===== src/rtl/cpu_pkg.sv =====
// Shared definitions for the 8-bit CPU front end.
// Holds the datapath widths, the reset program counter, the fetch FSM state
// encoding and the entry format used by the prefetch FIFO.
package cpu_pkg;

    localparam int ADDR_W  = 8;
    localparam int INSTR_W = 16;

    localparam logic [ADDR_W-1:0] RESET_PC = '0;

    typedef enum logic [1:0] {
        IDLE = 2'd0,
        REQ  = 2'd1,
        WAIT = 2'd2
    } fetch_state_e;

    typedef struct packed {
        logic [INSTR_W-1:0] instr;
        logic [ADDR_W-1:0]  pc;
    } fetch_entry_t;

endpackage


===== src/rtl/fetch_fifo.sv =====
// Prefetch buffer between the fetch FSM and decode.
// First-word-fall-through: the head entry is visible on data_o whenever
// valid_o is high. Flush wins over push and pop. The head reads as zero
// while the buffer is empty, so downstream sees clean zeros after a reset.
module fetch_fifo
    import cpu_pkg::*;
#(
    parameter int DEPTH = 2,
    localparam int PW = $clog2(DEPTH),
    localparam int CW = $clog2(DEPTH + 1)
) (
    input  logic          clk,
    input  logic          rst_n,
    input  logic          flush_i,
    input  logic          push_i,
    input  fetch_entry_t  data_i,
    input  logic          pop_i,
    output fetch_entry_t  data_o,
    output logic          valid_o,
    output logic [CW-1:0] count_o
);

    fetch_entry_t  mem_q [DEPTH];
    logic [PW-1:0] rdPtr_q;
    logic [PW-1:0] wrPtr_q;
    logic [CW-1:0] count_q;
    logic          doPush;
    logic          doPop;

    assign doPop  = pop_i && (count_q != '0);
    assign doPush = push_i && ((int'(count_q) < DEPTH) || doPop);

    // Storage array; entries need no reset because the head is masked when empty.
    always_ff @(posedge clk) begin
        if (doPush && !flush_i) begin
            mem_q[wrPtr_q] <= data_i;
        end
    end

    // Pointers and occupancy; flush empties the buffer in one cycle.
    always_ff @(posedge clk or negedge rst_n) begin
        if (!rst_n) begin
            rdPtr_q <= '0;
            wrPtr_q <= '0;
            count_q <= '0;
        end else if (flush_i) begin
            rdPtr_q <= '0;
            wrPtr_q <= '0;
            count_q <= '0;
        end else begin
            if (doPush) begin
                wrPtr_q <= wrPtr_q + PW'(1);
            end
            if (doPop) begin
                rdPtr_q <= rdPtr_q + PW'(1);
            end
            if (doPush && !doPop) begin
                count_q <= count_q + CW'(1);
            end else if (doPop && !doPush) begin
                count_q <= count_q - CW'(1);
            end
        end
    end

    assign valid_o = (count_q != '0);
    assign data_o  = valid_o ? mem_q[rdPtr_q] : '0;
    assign count_o = count_q;

endmodule


===== src/rtl/fetch_unit.sv =====
// Instruction fetch stage: owns the PC, issues one outstanding read at a time
// to program memory, buffers responses in fetch_fifo and hands them to decode.
// A redirect from execute flushes the buffer and discards any in-flight read.
// Optional build macro FETCH_STALL_CNT_EN adds an 8-bit saturating count of
// cycles where fetch is enabled but decode has nothing to consume.
// Address/instruction widths and the reset PC come from cpu_pkg.
module fetch_unit
    import cpu_pkg::*;
#(
    parameter int DEPTH = 2
) (
    input  logic               clk,
    input  logic               reset,
    input  logic               enable,
    output logic               imem_req,
    output logic [ADDR_W-1:0]  imem_addr,
    input  logic               imem_gnt,
    input  logic               imem_rvalid,
    input  logic [INSTR_W-1:0] imem_rdata,
    output logic               instr_valid,
    input  logic               instr_ready,
    output logic [INSTR_W-1:0] instr,
    output logic [ADDR_W-1:0]  instr_pc,
    input  logic               redirect_valid,
    input  logic [ADDR_W-1:0]  redirect_pc
`ifdef FETCH_STALL_CNT_EN
    ,
    output logic [7:0]         stall_cnt
`endif
);

    localparam int CW = $clog2(DEPTH + 1);

    fetch_state_e      state_q;
    logic [ADDR_W-1:0] pc_q;
    logic [ADDR_W-1:0] issueAddr_q;
    logic              req_q;
    logic              drop_q;

    logic [CW-1:0]     fifoCount;
    fetch_entry_t      headEntry;
    fetch_entry_t      pushEntry;
    logic              headValid;
    logic              pushEn;
    logic              popEn;
    logic              roomNow;
    logic              roomAfter;
    logic [ADDR_W-1:0] pcEff;

    // A redirect overrides any pop or push happening in the same cycle.
    assign popEn     = headValid && instr_ready && !redirect_valid;
    assign pushEn    = (state_q == WAIT) && imem_rvalid && !drop_q && !redirect_valid;
    assign pushEntry = '{instr: imem_rdata, pc: issueAddr_q};
    assign pcEff     = redirect_valid ? redirect_pc : pc_q;

    // roomAfter looks at occupancy once this cycle's response lands, so the
    // next request is only issued if its response is guaranteed a slot.
    assign roomNow   = (int'(fifoCount) < DEPTH);
    assign roomAfter = ((int'(fifoCount) + 1 - int'(popEn)) < DEPTH);

    fetch_fifo #(
        .DEPTH (DEPTH)
    ) u_fifo (
        .clk     (clk),
        .rst_n   (reset),
        .flush_i (redirect_valid),
        .push_i  (pushEn),
        .data_i  (pushEntry),
        .pop_i   (popEn),
        .data_o  (headEntry),
        .valid_o (headValid),
        .count_o (fifoCount)
    );

    // Fetch FSM: PC, request handshake and drop tracking for squashed reads.
    always_ff @(posedge clk or negedge reset) begin
        if (!reset) begin
            state_q     <= IDLE;
            pc_q        <= RESET_PC;
            issueAddr_q <= RESET_PC;
            req_q       <= 1'b0;
            drop_q      <= 1'b0;
        end else begin
            case (state_q)
                IDLE: begin
                    pc_q <= pcEff;
                    if (enable && (redirect_valid || roomNow)) begin
                        state_q     <= REQ;
                        req_q       <= 1'b1;
                        issueAddr_q <= pcEff;
                    end
                end
                REQ: begin
                    if (imem_gnt) begin
                        state_q <= WAIT;
                        req_q   <= 1'b0;
                        drop_q  <= redirect_valid;
                        pc_q    <= redirect_valid ? redirect_pc : pc_q + ADDR_W'(1);
                    end else if (redirect_valid) begin
                        pc_q        <= redirect_pc;
                        issueAddr_q <= redirect_pc;
                        req_q       <= enable;
                        state_q     <= enable ? REQ : IDLE;
                    end
                end
                WAIT: begin
                    pc_q <= pcEff;
                    if (imem_rvalid) begin
                        drop_q <= 1'b0;
                        if (enable && (redirect_valid || roomAfter)) begin
                            state_q     <= REQ;
                            req_q       <= 1'b1;
                            issueAddr_q <= pcEff;
                        end else begin
                            state_q <= IDLE;
                        end
                    end else if (redirect_valid) begin
                        drop_q <= 1'b1;
                    end
                end
                default: begin
                    state_q <= IDLE;
                    req_q   <= 1'b0;
                    drop_q  <= 1'b0;
                end
            endcase
        end
    end

    assign imem_req    = req_q;
    assign imem_addr   = issueAddr_q;
    assign instr_valid = headValid;
    assign instr       = headEntry.instr;
    assign instr_pc    = headEntry.pc;

`ifdef FETCH_STALL_CNT_EN
    logic [7:0] stallCnt_q;

    // Count starved cycles, sticking at the maximum instead of wrapping.
    always_ff @(posedge clk or negedge reset) begin
        if (!reset) begin
            stallCnt_q <= '0;
        end else if (enable && !headValid && (stallCnt_q != 8'hFF)) begin
            stallCnt_q <= stallCnt_q + 8'd1;
        end
    end

    assign stall_cnt = stallCnt_q;
`endif

endmodule


===== config.mk =====
export PLATFORM = sky130hd
export DESIGN_NAME = fetch_unit
export DESIGN_NICKNAME = d
export VERILOG_FILES = /design/src/rtl/cpu_pkg.sv /design/src/rtl/fetch_fifo.sv /design/src/rtl/fetch_unit.sv
export SDC_FILE = /design/constraint.sdc
export NUM_CORES = 1
export LEC_CHECK = 0
export ABC_CLOCK_PERIOD_IN_PS = 3200
export BUFFER_PORTS_ARGS = -buffer_cell sky130_fd_sc_hd__buf_4
export CAP_MARGIN = 10
export CORE_MARGIN = 3
export CORE_UTILIZATION = 45
export DETAILED_ROUTE_END_ITERATION = 7
export PLACE_DENSITY = 0.71
export SYNTH_ARGS = -nofsm -noshare
export SYNTH_HDL_FRONTEND = slang
export SYNTH_SLANG_ARGS = --single-unit

===== constraint.sdc =====
create_clock -name clk -period 3.2 [get_ports clk]
set_input_delay 0.64 -clock clk [delete_from_list [all_inputs] [get_ports clk]]
set_output_delay 0.64 -clock clk [all_outputs]
set_load 0.02 [all_outputs]

Word level (Yosys, flattened, before mapping)
Memory sizes are Yosys's and may differ from the RTL's. Index checks and enable logic that the tools add are counted.

Magnitude comparators: 2. Equality and inequality tests: 10. Add/subtract/negate cells: 7. Reduce and logical (&&, ||, !) cells: 31. Muxes and demuxes: 37. Bitwise logic cells: 1.

Operator list (number): $mux W8 (8); $mux W24 (1); $pmux W8 S3 (1); $mux W1 (16); $pmux W8 S2 (1); $mux W2 (7); $logic_and A1 B1 Y1 (12); $ne A2 B2 Y1 const B (5); $add A8 B1 Y8 const B (1); $reduce_bool A2 Y1 (4); $ne A3 B3 Y1 const B (2); $pmux W1 S3 (2); $pmux W2 S3 (1); $reduce_and A3 Y1 (2); $reduce_and A6 Y1 (1); $reduce_bool A3 Y1 (2); $logic_not A1 Y1 (4); $lt A4 B3 Y1 const B (1); $reduce_and A4 Y1 (1); $sub A3 B1 Y4 (1); $add A2 B1 Y3 const B (1); $logic_or A1 B1 Y1 (3); $add A1 B1 Y1 const B (2); $add A2 B1 Y2 const B (1); other kinds (8) (8).

Register bits after elaboration: 24. Memory bits (writable): 48. Output and inout bits: 34. Memories kept: 1.

Memories: u_fifo.mem_q (depth 2, width 24, rd ports 1, clocked after Yosys merged registers in 0, wr ports 1, line fetch_fifo.sv:23) `fetch_entry_t mem_q [DEPTH];`.

Logic depth before layout (Yosys ltp)
Gate-level depths: netlist of run 1.

Depth in word-level cells: 11. Gate-level depth with buffers: 7. Gate-level depth less buffers: 6.

Cells and area by module
Synthesis of run 1 repeated with hierarchy kept, for this count alone.

Cell total of the unflattened synthesis: 261. Area, all modules: 3388.2 um2.

Modules (own cells, without submodules): fetch_fifo (times used 1, cells each 127, area an instance 2033.2 um2); fetch_unit (times used 1, cells each 134, area an instance 1355.0 um2).

Worst setup path after synthesis of run 1
Ideal clock, no wire load.

Kind: reg-to-reg. From: reg state_q[0]. To: mem u_fifo.mem_q[0][0] in the netlist's numbering, enable pin. Data required time: 2.792 ns. Clock period less this slack: 2.923 ns. Stages on the path, launching flop included: 6. Path slack: 0.277 ns. Arrival: 2.516 ns. Library setup time: 0.408 ns. Cells stage by stage: dfrtp_1 > inv_1 > ha_1 > and4bb_1 > a21boi_0 > nor2b_1.

Cells in the longest elaborated chain, start to end: 8.

Ends and longest elaborated chain: start, declared (line fetch_unit.sv:34) `fetch_state_e state_q;`; start signal, assigned (line fetch_unit.sv:103) `state_q <= enable ? REQ : IDLE;`; $eq A2 B2 Y1 (line fetch_unit.sv:52) `assign pushEn = (state_q == WAIT) && imem_rvalid && !drop_q && !redirect_valid;`; $logic_and A1 B1 Y1 (3 in series) (line fetch_unit.sv:52); $logic_and A1 B1 Y1 (line fetch_fifo.sv:31) `assign doPush = push_i && ((int'(count_q) < DEPTH) || doPop);`; $logic_and A1 B1 Y1 (line fetch_fifo.sv:35) `if (doPush && !flush_i) begin`; $mux W1 (line fetch_fifo.sv:35); $mux W1 (not written as such) (line fetch_fifo.sv:36) `mem_q[wrPtr_q] <= data_i;`; end, declared (line fetch_fifo.sv:23).

No other way between the ends.

Worst setup path in the final report of run 1
From: reg state_q[0]. To: mem u_fifo.mem_q[0][22] in the netlist's numbering, enable pin.

Same word-level chain as after synthesis.

==> results of run 1 <==
flip-flops by register name, summed over array words and instances (netlist names):
| register | flops |
|---|---|
| u_fifo.mem_q | 48 |
| imem_addr | 8 |
| pc_q | 8 |
| state_q | 2 |
| u_fifo.count_o | 2 |
| drop_q | 1 |
| imem_req | 1 |
| u_fifo.rdPtr_q | 1 |
| u_fifo.wrPtr_q | 1 |
routing by layer:
layer / wire length, um / GRT usage / share of wire
met1: 2796 / 0.2199 / 0.43
met2: 3205 / 0.2550 / 0.49
met5: 0 / 0 / 0
met3: 437 / 0.03899 / 0.067
met4: 99 / 0.06064 / 0.015
worst min path at each step:
stage	start	to	slack (ns)	depth (start not counted)
global route	reset	pc_q[5]$_DFFE_PN0P_	0.19	1
detailed placement	drop_q$_DFFE_PN0P_	drop_q$_DFFE_PN0P_	0.49	2
global placement	drop_q$_DFFE_PN0P_	drop_q$_DFFE_PN0P_	0.49	2
finish	reset	pc_q[7]$_DFFE_PN0P_	0.19	1
floorplan	reset	drop_q$_DFFE_PN0P_	0.34	0
CTS	reset	pc_q[7]$_DFFE_PN0P_	0.19	1
worst max-delay path, cell delays in order, from the launching register on:
cell      delay [ns]
dfrtp_1         0.43
inv_1           0.10
ha_1            0.31
and4bb_1        0.35
a21boi_0        0.37
nor2b_2         0.21
buf_4           0.31
per-stage QoR:
stage | power [uW] | instances
final | 2853 | 428
after CTS | 2885 | 428
after floorplan | 1838 | 260
after global routing | 3021 | 428
after detailed placement | 2115 | 412
after global placement | 2091 | 412
kinds of logic (layout without fill, tap and decap cells):
group                    Yosys count  in the layout
AO/OA/AOI/OAI                     36             36
flip-flops                        72             72
buffers and inverters             21             93
AND/OR/NAND/NOR                   80             80
XOR/XNOR                           2              2
multiplexers                      43             43
adder cells (fa/ha/maj)            6              6
synthesized netlist by cell type, drive strengths merged, types with 2 or more instances:
| master | number | share of area |
|---|---|---|
| edfxtp | 48 | 0.43 |
| nor2 | 36 | 0.040 |
| mux2i | 28 | 0.083 |
| dfrtp | 24 | 0.18 |
| mux2 | 15 | 0.050 |
| o21ai | 12 | 0.018 |
| clkbuf | 9 | 0.010 |
| inv | 9 | 0.010 |
| nand2 | 8 | 0.0089 |
| a22oi | 7 | 0.016 |
| ha | 6 | 0.022 |
| nand3 | 6 | 0.0089 |
| a21oi | 5 | 0.0074 |
| nand4 | 5 | 0.0093 |
| nor2b | 5 | 0.010 |
| nor3 | 5 | 0.0074 |
| buf | 3 | 0.0063 |
| nand2b | 3 | 0.0056 |
| nand3b | 3 | 0.0067 |
| nor4 | 2 | 0.0082 |
| o2bb2ai | 2 | 0.0052 |
| or4 | 2 | 0.0045 |
power groups by stage:
stage          Sequential (uW)  Combinational, uW  Clock (uW)
2_1_floorplan             1340                499           0
4_1_cts                   1290                813         786
3_3_place_gp              1300                793           0
5_1_grt                   1310                891         822
6_report                  1290                799         768
3_5_place_dp              1310                807           0
cell type report:
cell class                      count  area, um2
Clock buffer                       10      127.6
Clock inverter                      6      82.58
Fill cell                         558       2865
Inverter                            9      33.78
Multi-Input combinational cell    167       1237
Sequential cell                    72       2042
Tap cell                           96      120.1
Timing Repair Buffer               68      510.5
==> results.json, run 1 <==
{
  "syn_inst": 260,
  "ant_nets": 0,
  "detail_route.iter0.violations": 106,
  "critPathMaxFanout": 24,
  "io_pins": 65,
  "num_vias": 2254,
  "utilization": 0.5918,
  "drt_first_pass_iters": 5,
  "p_per_area_mw_per_mm2": 686.9,
  "r2r_start": "state_q[0]$_DFFE_PN0P_",
  "endpoint": "u_fifo.mem_q[0][22]$_DFFE_PP_",
  "cts_tree": "built",
  "arrival_ns": 2.44,
  "r2r_end": "u_fifo.mem_q[0][22]$_DFFE_PP_",
  "ys_types": 44,
  "path_clk_slew_ns": 0.08,
  "clkSinkCount": 72,
  "cts_inserted_buffers": 9,
  "layout_common_cells": "buf_4 (68), edfxtp_1 (48), nor2_1 (35)",
  "endpoint_kind": "register",
  "grt_pass1_wl_mm": 10.78,
  "layout_worst_path_cycle_share": 0.7602,
  "portBuffers": 64,
  "grt_use_total": 0.1627,
  "wl_per_cell_um": 15.27,
  "synth_nets": 297,
  "synthMuxAreaShare": 0.1336,
  "antenna_cells": 0,
  "finalCriticalPeriod_ns": 2.433,
  "nets": 364,
  "core_mm2": 0.007019,
  "viasPerCell": 5.266,
  "ys_warn_count": 0,
  "hold_viol_final": 0,
  "die_w_um": 92.45,
  "worstSetupStartpointType": "register",
  "grt_remaining_overflow": 0,
  "seq_area_frac_synth": 0.6071,
  "status": "finished clean",
  "p_int_uw": 1971,
  "crit_start": "state_q[0]$_DFFE_PN0P_",
  "cts.path.max_buffers": 2,
  "holdWs_ns": 0.1870,
  "gp_congestion": 0.8207,
  "synth_top_family_by_area": "multiplexers",
  "syn2layout_area_growth_pct": 23.51,
  "switchingPower_uw": 882.4,
  "final_common_cell": "buf_4",
  "worst_pin_slew_ns": 0.7602,
  "fin_ws_ns": 0.7673,
  "pwr-share-comb": 0.280,
  "synth_edf_count": 48,
  "fin_tns_setup_ns": 0,
  "hp-class": "input pin to async pin",
  "drv_cap": 0,
  "clkLatencyLatePin_ns": 0.34,
  "max_slew_margin": 0.4913,
  "async_flop_share": 0.3333,
  "synth_compound_area_frac": 0.08333,
  "synth_simple_gate_area_frac": 0.1220,
  "pre_cts_slack_ns": 0.7372,
  "syn_avg_cell_area_um2": 12.94,
  "path_class": "register to register",
  "drc_errors": 0,
  "antenna_found_initial": 0,
  "die_h_um": 92.45,
  "h-tree-depth": 3,
  "p_sw_frac": 0.3093,
  "worst-r2r-cell-count": 6,
  "reg2reg_slack_ns": 0.77,
  "clkPwrFrac": 0.269,
  "synth_flop_cell": "edfxtp_1",
  "peakVddDrop_mv": 0.3654,
  "max_freq_mhz": 411.1,
  "start_util": 0.4791,
  "place_hpwl_mm": 4.563,
  "setup_viol": 0,
  "grt_max_degree": 26,
  "post_cts_buffers": 0,
  "p_leak_uw": 0.001610,
  "placed_area_mm2": 0.003944,
  "hold_buffers": 0,
  "grt_setup_unrepaired": "no",
  "wl_mm": 6.537,
  "rows": 30,
  "slew_viol_final": 0,
  "fin_worst_skew_ns": 0.007541,
  "cp.required_ns": 3.21,
  "finalInstanceArea_mm2": 0.004154,
  "synthXorXnorAreaFrac": 0.005208,
  "ys_ff_latch": 72,
  "synth_area_mm2": 0.003363,
  "grt_pass1_vias": 2147,
  "die_area_mm2": 0.008547,
  "cts_resized": 0,
  "drive_gt1_frac": 0.3253,
  "synthAdderAreaFrac": 0.02232,
  "power_frac_seq": 0.451,
  "clock-root-buffer": "clkbuf_8"
}
Note: power is estimated with default switching activity, not from simulation.
==> inputs of run 2 (changes only) <==
- ABC_CLOCK_PERIOD_IN_PS: 3200 -> 2400
- clock period: 3.2 -> 2.4 ns (I/O delays scaled with it)
==> run 2 against run 1 <==
Design area up 1.5%. Critical endpoint is now u_fifo.mem_q[0][14]$_DFFE_PP_. Setup slack got worse by 0.56 ns. Die area unchanged. Largest power group unchanged.
==> results.json, run 2 (same netlist as run 1, synthesis figures left out) <==
{
  "setup_viol": 0,
  "cp.required_ns": 2.44,
  "max_stage_delay_ns": 0.43,
  "finalCriticalPeriod_ns": 2.197,
  "clkLatencyLatePin_ns": 0.34,
  "status": "finished clean",
  "detail_route.iter0.violations": 72,
  "wl_per_cell_um": 14.92,
  "hold_viol_final": 0,
  "die_h_um": 92.45,
  "cts_inserted_buffers": 9,
  "critPathMaxFanout": 24,
  "p_per_area_mw_per_mm2": 892.4,
  "largest_reg_flops": 48,
  "grt_use_total": 0.1532,
  "drive_gt1_frac": 0.3432,
  "utilization": 0.6007,
  "drv_cap": 0,
  "cp.depth": 6,
  "die_area_mm2": 0.008547,
  "cp_cell_sequence": "inv_1 -> ha_1 -> and4bb_1 -> a21boi_0 -> nor2b_4 -> buf_12",
  "power_frac_seq": 0.456,
  "gp_congestion": 0.8376,
  "layout_worst_path_cycle_share": 0.9156,
  "path_class": "register to register",
  "grt_setup_unrepaired": "no",
  "antenna_found_initial": 0,
  "syn2layout_area_growth_pct": 25.37,
  "crit_family": "simple AND/OR/NAND/NOR gates",
  "num_vias": 2252,
  "nFillCells": 575,
  "drt_first_pass_iters": 5,
  "multi_input_area_mm2": 0.001244,
  "pwr-share-comb": 0.295,
  "cp_num_buf_inv": 2,
  "p_int_uw": 2561,
  "cts_resized": 0,
  "cts.path.max_buffers": 2,
  "final_common_cell": "buf_4",
  "arrival_ns": 2.23,
  "layout_common_cells": "buf_4 (72), edfxtp_1 (48), nor2_1 (35)",
  "wl_mm": 6.476,
  "start_util": 0.4791,
  "regMostFlops": "u_fifo.mem_q",
  "antenna_cells": 0,
  "slew_viol_final": 0,
  "grt_pass1_vias": 2120,
  "fin_tns_setup_ns": 0,
  "switchingPower_uw": 1202,
  "grt_remaining_overflow": 0,
  "drc_errors": 0,
  "r2r_start": "state_q[0]$_DFFE_PN0P_",
  "ant_nets": 0,
  "h-tree-depth": 3,
  "post_cts_buffers": 0,
  "clkPwrFrac": 0.249,
  "place_hpwl_mm": 4.498,
  "rows": 30,
  "clkSinkCount": 72,
  "peakVddDrop_mv": 0.4556,
  "viasPerCell": 5.189,
  "max_slew_margin": 0.6898,
  "hp-class": "input pin to async pin",
  "path_clk_slew_ns": 0.08,
  "core_mm2": 0.007019,
  "p_sw_frac": 0.3195,
  "seqCellArea_mm2": 0.002042,
  "worst_pin_slew_ns": 0.4622,
  "finalInstanceArea_mm2": 0.004217,
  "nets": 370,
  "slowest_stage": "dfrtp_1",
  "reg2reg_slack_ns": 0.20,
  "grt_max_degree": 26,
  "cts_tree": "built",
  "fin_worst_skew_ns": 0.008407,
  "worst-r2r-cell-count": 6,
  "portBuffers": 64,
  "hold_buffers": 0,
  "die_w_um": 92.45,
  "worstSetupStartpointType": "register",
  "placed_area_mm2": 0.004020,
  "io_pins": 65,
  "endpoint_kind": "register",
  "r2r_end": "u_fifo.mem_q[0][14]$_DFFE_PP_",
  "p_leak_uw": 0.001636,
  "clock-root-buffer": "clkbuf_8",
  "max_freq_mhz": 455.1,
  "grt_pass1_wl_mm": 10.28
}
[run 2: worst max path at each step]
stage / from / endpoint / slack [ns]
after floorplan: state_q[0]$_DFFE_PN0P_ / u_fifo.mem_q[0][0]$_DFFE_PP_ / 0.15
after global placement: state_q[0]$_DFFE_PN0P_ / u_fifo.mem_q[0][21]$_DFFE_PP_ / 0.32
after detailed placement: state_q[0]$_DFFE_PN0P_ / u_fifo.mem_q[0][21]$_DFFE_PP_ / 0.22
after CTS: state_q[0]$_DFFE_PN0P_ / u_fifo.mem_q[0][23]$_DFFE_PP_ / 0.20
after global routing: state_q[0]$_DFFE_PN0P_ / u_fifo.mem_q[0][14]$_DFFE_PP_ / 0.07
final: state_q[0]$_DFFE_PN0P_ / u_fifo.mem_q[0][14]$_DFFE_PP_ / 0.20
[run 2: layout make-up]
type                       instances  share of cell area
clock inverter                     6             0.01632
multi-input combinational        167              0.2950
clock buffer                      10             0.03027
sequential                        72              0.4843
tap                               96             0.02849
inverter                           9            0.008012
timing repair buffer              74              0.1377
[run 2: metal layers]
metal	GRT usage	vias up	wire length [um]
li1	-	1106	-
met1	0.1965	1081	2882
met2	0.2550	58	3192
met3	0.02681	7	311
met4	0.06683	0	89
met5	0	-	0
[run 2: power groups by stage]
stage / logic (uW) / registers (uW) / clock network [uW]
after floorplan: 667 / 1780 / 0
after global placement: 1100 / 1730 / 0
after detailed placement: 1110 / 1740 / 0
after CTS: 1120 / 1720 / 965
after global routing: 1210 / 1740 / 1000
final: 1110 / 1710 / 938
[run 2: metrics by stage]
| step | worst slack (ns) | instances | hold slack (ns) | total power, uW |
|---|---|---|---|---|
| 3_3_place_gp | 0.3160 | 418 | 0.3996 | 2829 |
| 5_1_grt | 0.06723 | 434 | 0.03820 | 3958 |
| 2_1_floorplan | 0.1495 | 260 | 0.1844 | 2452 |
| 4_1_cts | 0.1965 | 434 | 0.02559 | 3802 |
| 6_report | 0.2026 | 434 | 0.03241 | 3763 |
| 3_5_place_dp | 0.2175 | 418 | 0.4005 | 2855 |
==> inputs of run 3 (changes only) <==
- HOLD_SLACK_MARGIN: not set -> 0.1
==> run 3 against run 2 <==
Maximum frequency is essentially flat. First-iteration DRC count is 1.4% lower. Count of clock-buffer cells in the layout did not move. Critical path type unchanged. Critical endpoint unchanged. Largest power group unchanged.
==> results.json, run 3 (same netlist as run 1, synthesis figures left out) <==
{
  "grt_use_total": 0.1532,
  "place_hpwl_mm": 4.498,
  "arrival_ns": 2.23,
  "cp_cell_sequence": "inv_1 -> ha_1 -> and4bb_1 -> a21boi_0 -> nor2b_4 -> buf_12",
  "max_slew_margin": 0.6900,
  "die_area_mm2": 0.008547,
  "layout_worst_path_cycle_share": 0.9154,
  "drc_errors": 0,
  "cts_tree": "built",
  "h-tree-depth": 3,
  "drive_gt1_frac": 0.3422,
  "fin_worst_skew_ns": 0.007929,
  "grt_setup_unrepaired": "no",
  "antenna_found_initial": 0,
  "grt_pass1_vias": 2120,
  "viasPerCell": 5.154,
  "slowest_stage": "dfrtp_1",
  "max_freq_mhz": 455.2,
  "fin_ws_ns": 0.2030,
  "drt_first_pass_iters": 5,
  "finalCriticalPeriod_ns": 2.197,
  "clock-root-buffer": "clkbuf_8",
  "gp_congestion": 0.8376,
  "die_w_um": 92.45,
  "slew_viol_final": 0,
  "regMostFlops": "u_fifo.mem_q",
  "pre_cts_slack_ns": 0.2175,
  "clkLatencyLatePin_ns": 0.34,
  "cts.path.max_buffers": 2,
  "grt_remaining_overflow": 0,
  "critPathMaxFanout": 24,
  "cts_inserted_buffers": 9,
  "p_leak_uw": 0.001640,
  "p_per_area_mw_per_mm2": 889.8,
  "rows": 30,
  "path_class": "register to register",
  "grt_max_degree": 26,
  "peakVddDrop_mv": 0.4536,
  "die_h_um": 92.45,
  "hp-class": "input pin to register",
  "cp.required_ns": 2.44,
  "setup_viol": 0,
  "ant_nets": 0,
  "cp_num_buf_inv": 2,
  "utilization": 0.6021,
  "final_common_cell": "buf_4",
  "antenna_cells": 0,
  "nets": 371,
  "dp.cells": 418,
  "finalInstanceArea_mm2": 0.004227,
  "status": "finished clean",
  "drv_cap": 0,
  "fin_tns_setup_ns": 0,
  "endpoint_kind": "register",
  "start_util": 0.4791,
  "largest_reg_flops": 48,
  "path_clk_slew_ns": 0.08,
  "hold_viol_final": 0,
  "fin_cells": 435,
  "io_pins": 65,
  "syn2layout_area_growth_pct": 25.67,
  "worst_pin_slew_ns": 0.4619,
  "max_stage_delay_ns": 0.43,
  "detail_route.iter0.violations": 71,
  "wl_mm": 6.458,
  "num_vias": 2242,
  "wl_per_cell_um": 14.85,
  "portBuffers": 64,
  "layout_common_cells": "buf_4 (72), edfxtp_1 (48), nor2_1 (35)",
  "crit_family": "simple AND/OR/NAND/NOR gates",
  "placed_area_mm2": 0.004020,
  "worstSetupStartpointType": "register",
  "clkSinkCount": 72,
  "grt_pass1_wl_mm": 10.28,
  "core_mm2": 0.007019
}
-- run 3: changes by cell type in the layout (fill, tap and decap cells not counted) --
cell and delta:
dlygate4sd3_1 +1
-- run 3: metrics by stage --
step | power (uW) | hold slack (ns)
CTS | 3803 | 0.3068
floorplan | 2452 | 0.1844
global route | 3960 | 0.3098
global placement | 2829 | 0.3996
finish | 3761 | 0.3248
detailed placement | 2855 | 0.4005
-- run 3: metal layers --
metal,GRT usage,share of wire,vias to the layer above
met5,0,0,-
met4,0.06683,0.014,0
met3,0.02681,0.045,7
met2,0.2550,0.49,58
met1,0.1965,0.45,1069
li1,-,-,1108
-- run 3: worst paths after layout --
| path | startpoint | to | slack, ns | depth (start not counted) |
|---|---|---|---|---|
| setup / recovery | state_q[0]$_DFFE_PN0P_ | u_fifo.mem_q[0][14]$_DFFE_PP_ | 0.20 | 6 |
| hold / removal | imem_rdata[2] | u_fifo.mem_q[1][10]$_DFFE_PP_ | 0.32 | 1 |
| setup reg to reg | state_q[0]$_DFFE_PN0P_ | u_fifo.mem_q[0][14]$_DFFE_PP_ | 0.20 | 6 |
| hold reg to reg | imem_addr[1]$_DFFE_PN0P_ | u_fifo.mem_q[1][1]$_DFFE_PP_ | 0.51 | 0 |
| max in group asynchronous | reset | imem_addr[7]$_DFFE_PN0P_ | 1.59 | 2 |
| min in group asynchronous | reset | pc_q[7]$_DFFE_PN0P_ | 0.57 | 2 |
-- run 3: what timing repair did --
item / in CTS / in global routing
buffers inserted: 0 / 0
hold buffers: 1 / 0
gates resized for setup: 0 / 0
endpoints found under the hold margin: 24 / 0
setup endpoints to repair: 0 / 0
-- run 3: final cells by class --
class                           count  area, um2
Clock buffer                       10      127.6
Clock inverter                      6      68.82
Fill cell                         573       2793
Inverter                            9      33.78
Multi-Input combinational cell    167       1244
Sequential cell                    72       2042
Tap cell                           96      120.1
Timing Repair Buffer               75      590.6
-- run 3: power breakdown --
part / switching, uW / leakage [uW] / total (uW) / internal (uW)
Sequential: 173 / 0.000730 / 1710 / 1540
Clock: 454 / 0.0000968 / 939 / 486
Combinational: 573 / 0.000813 / 1110 / 535
Total: 1200 / 0.00164 / 3760 / 2560
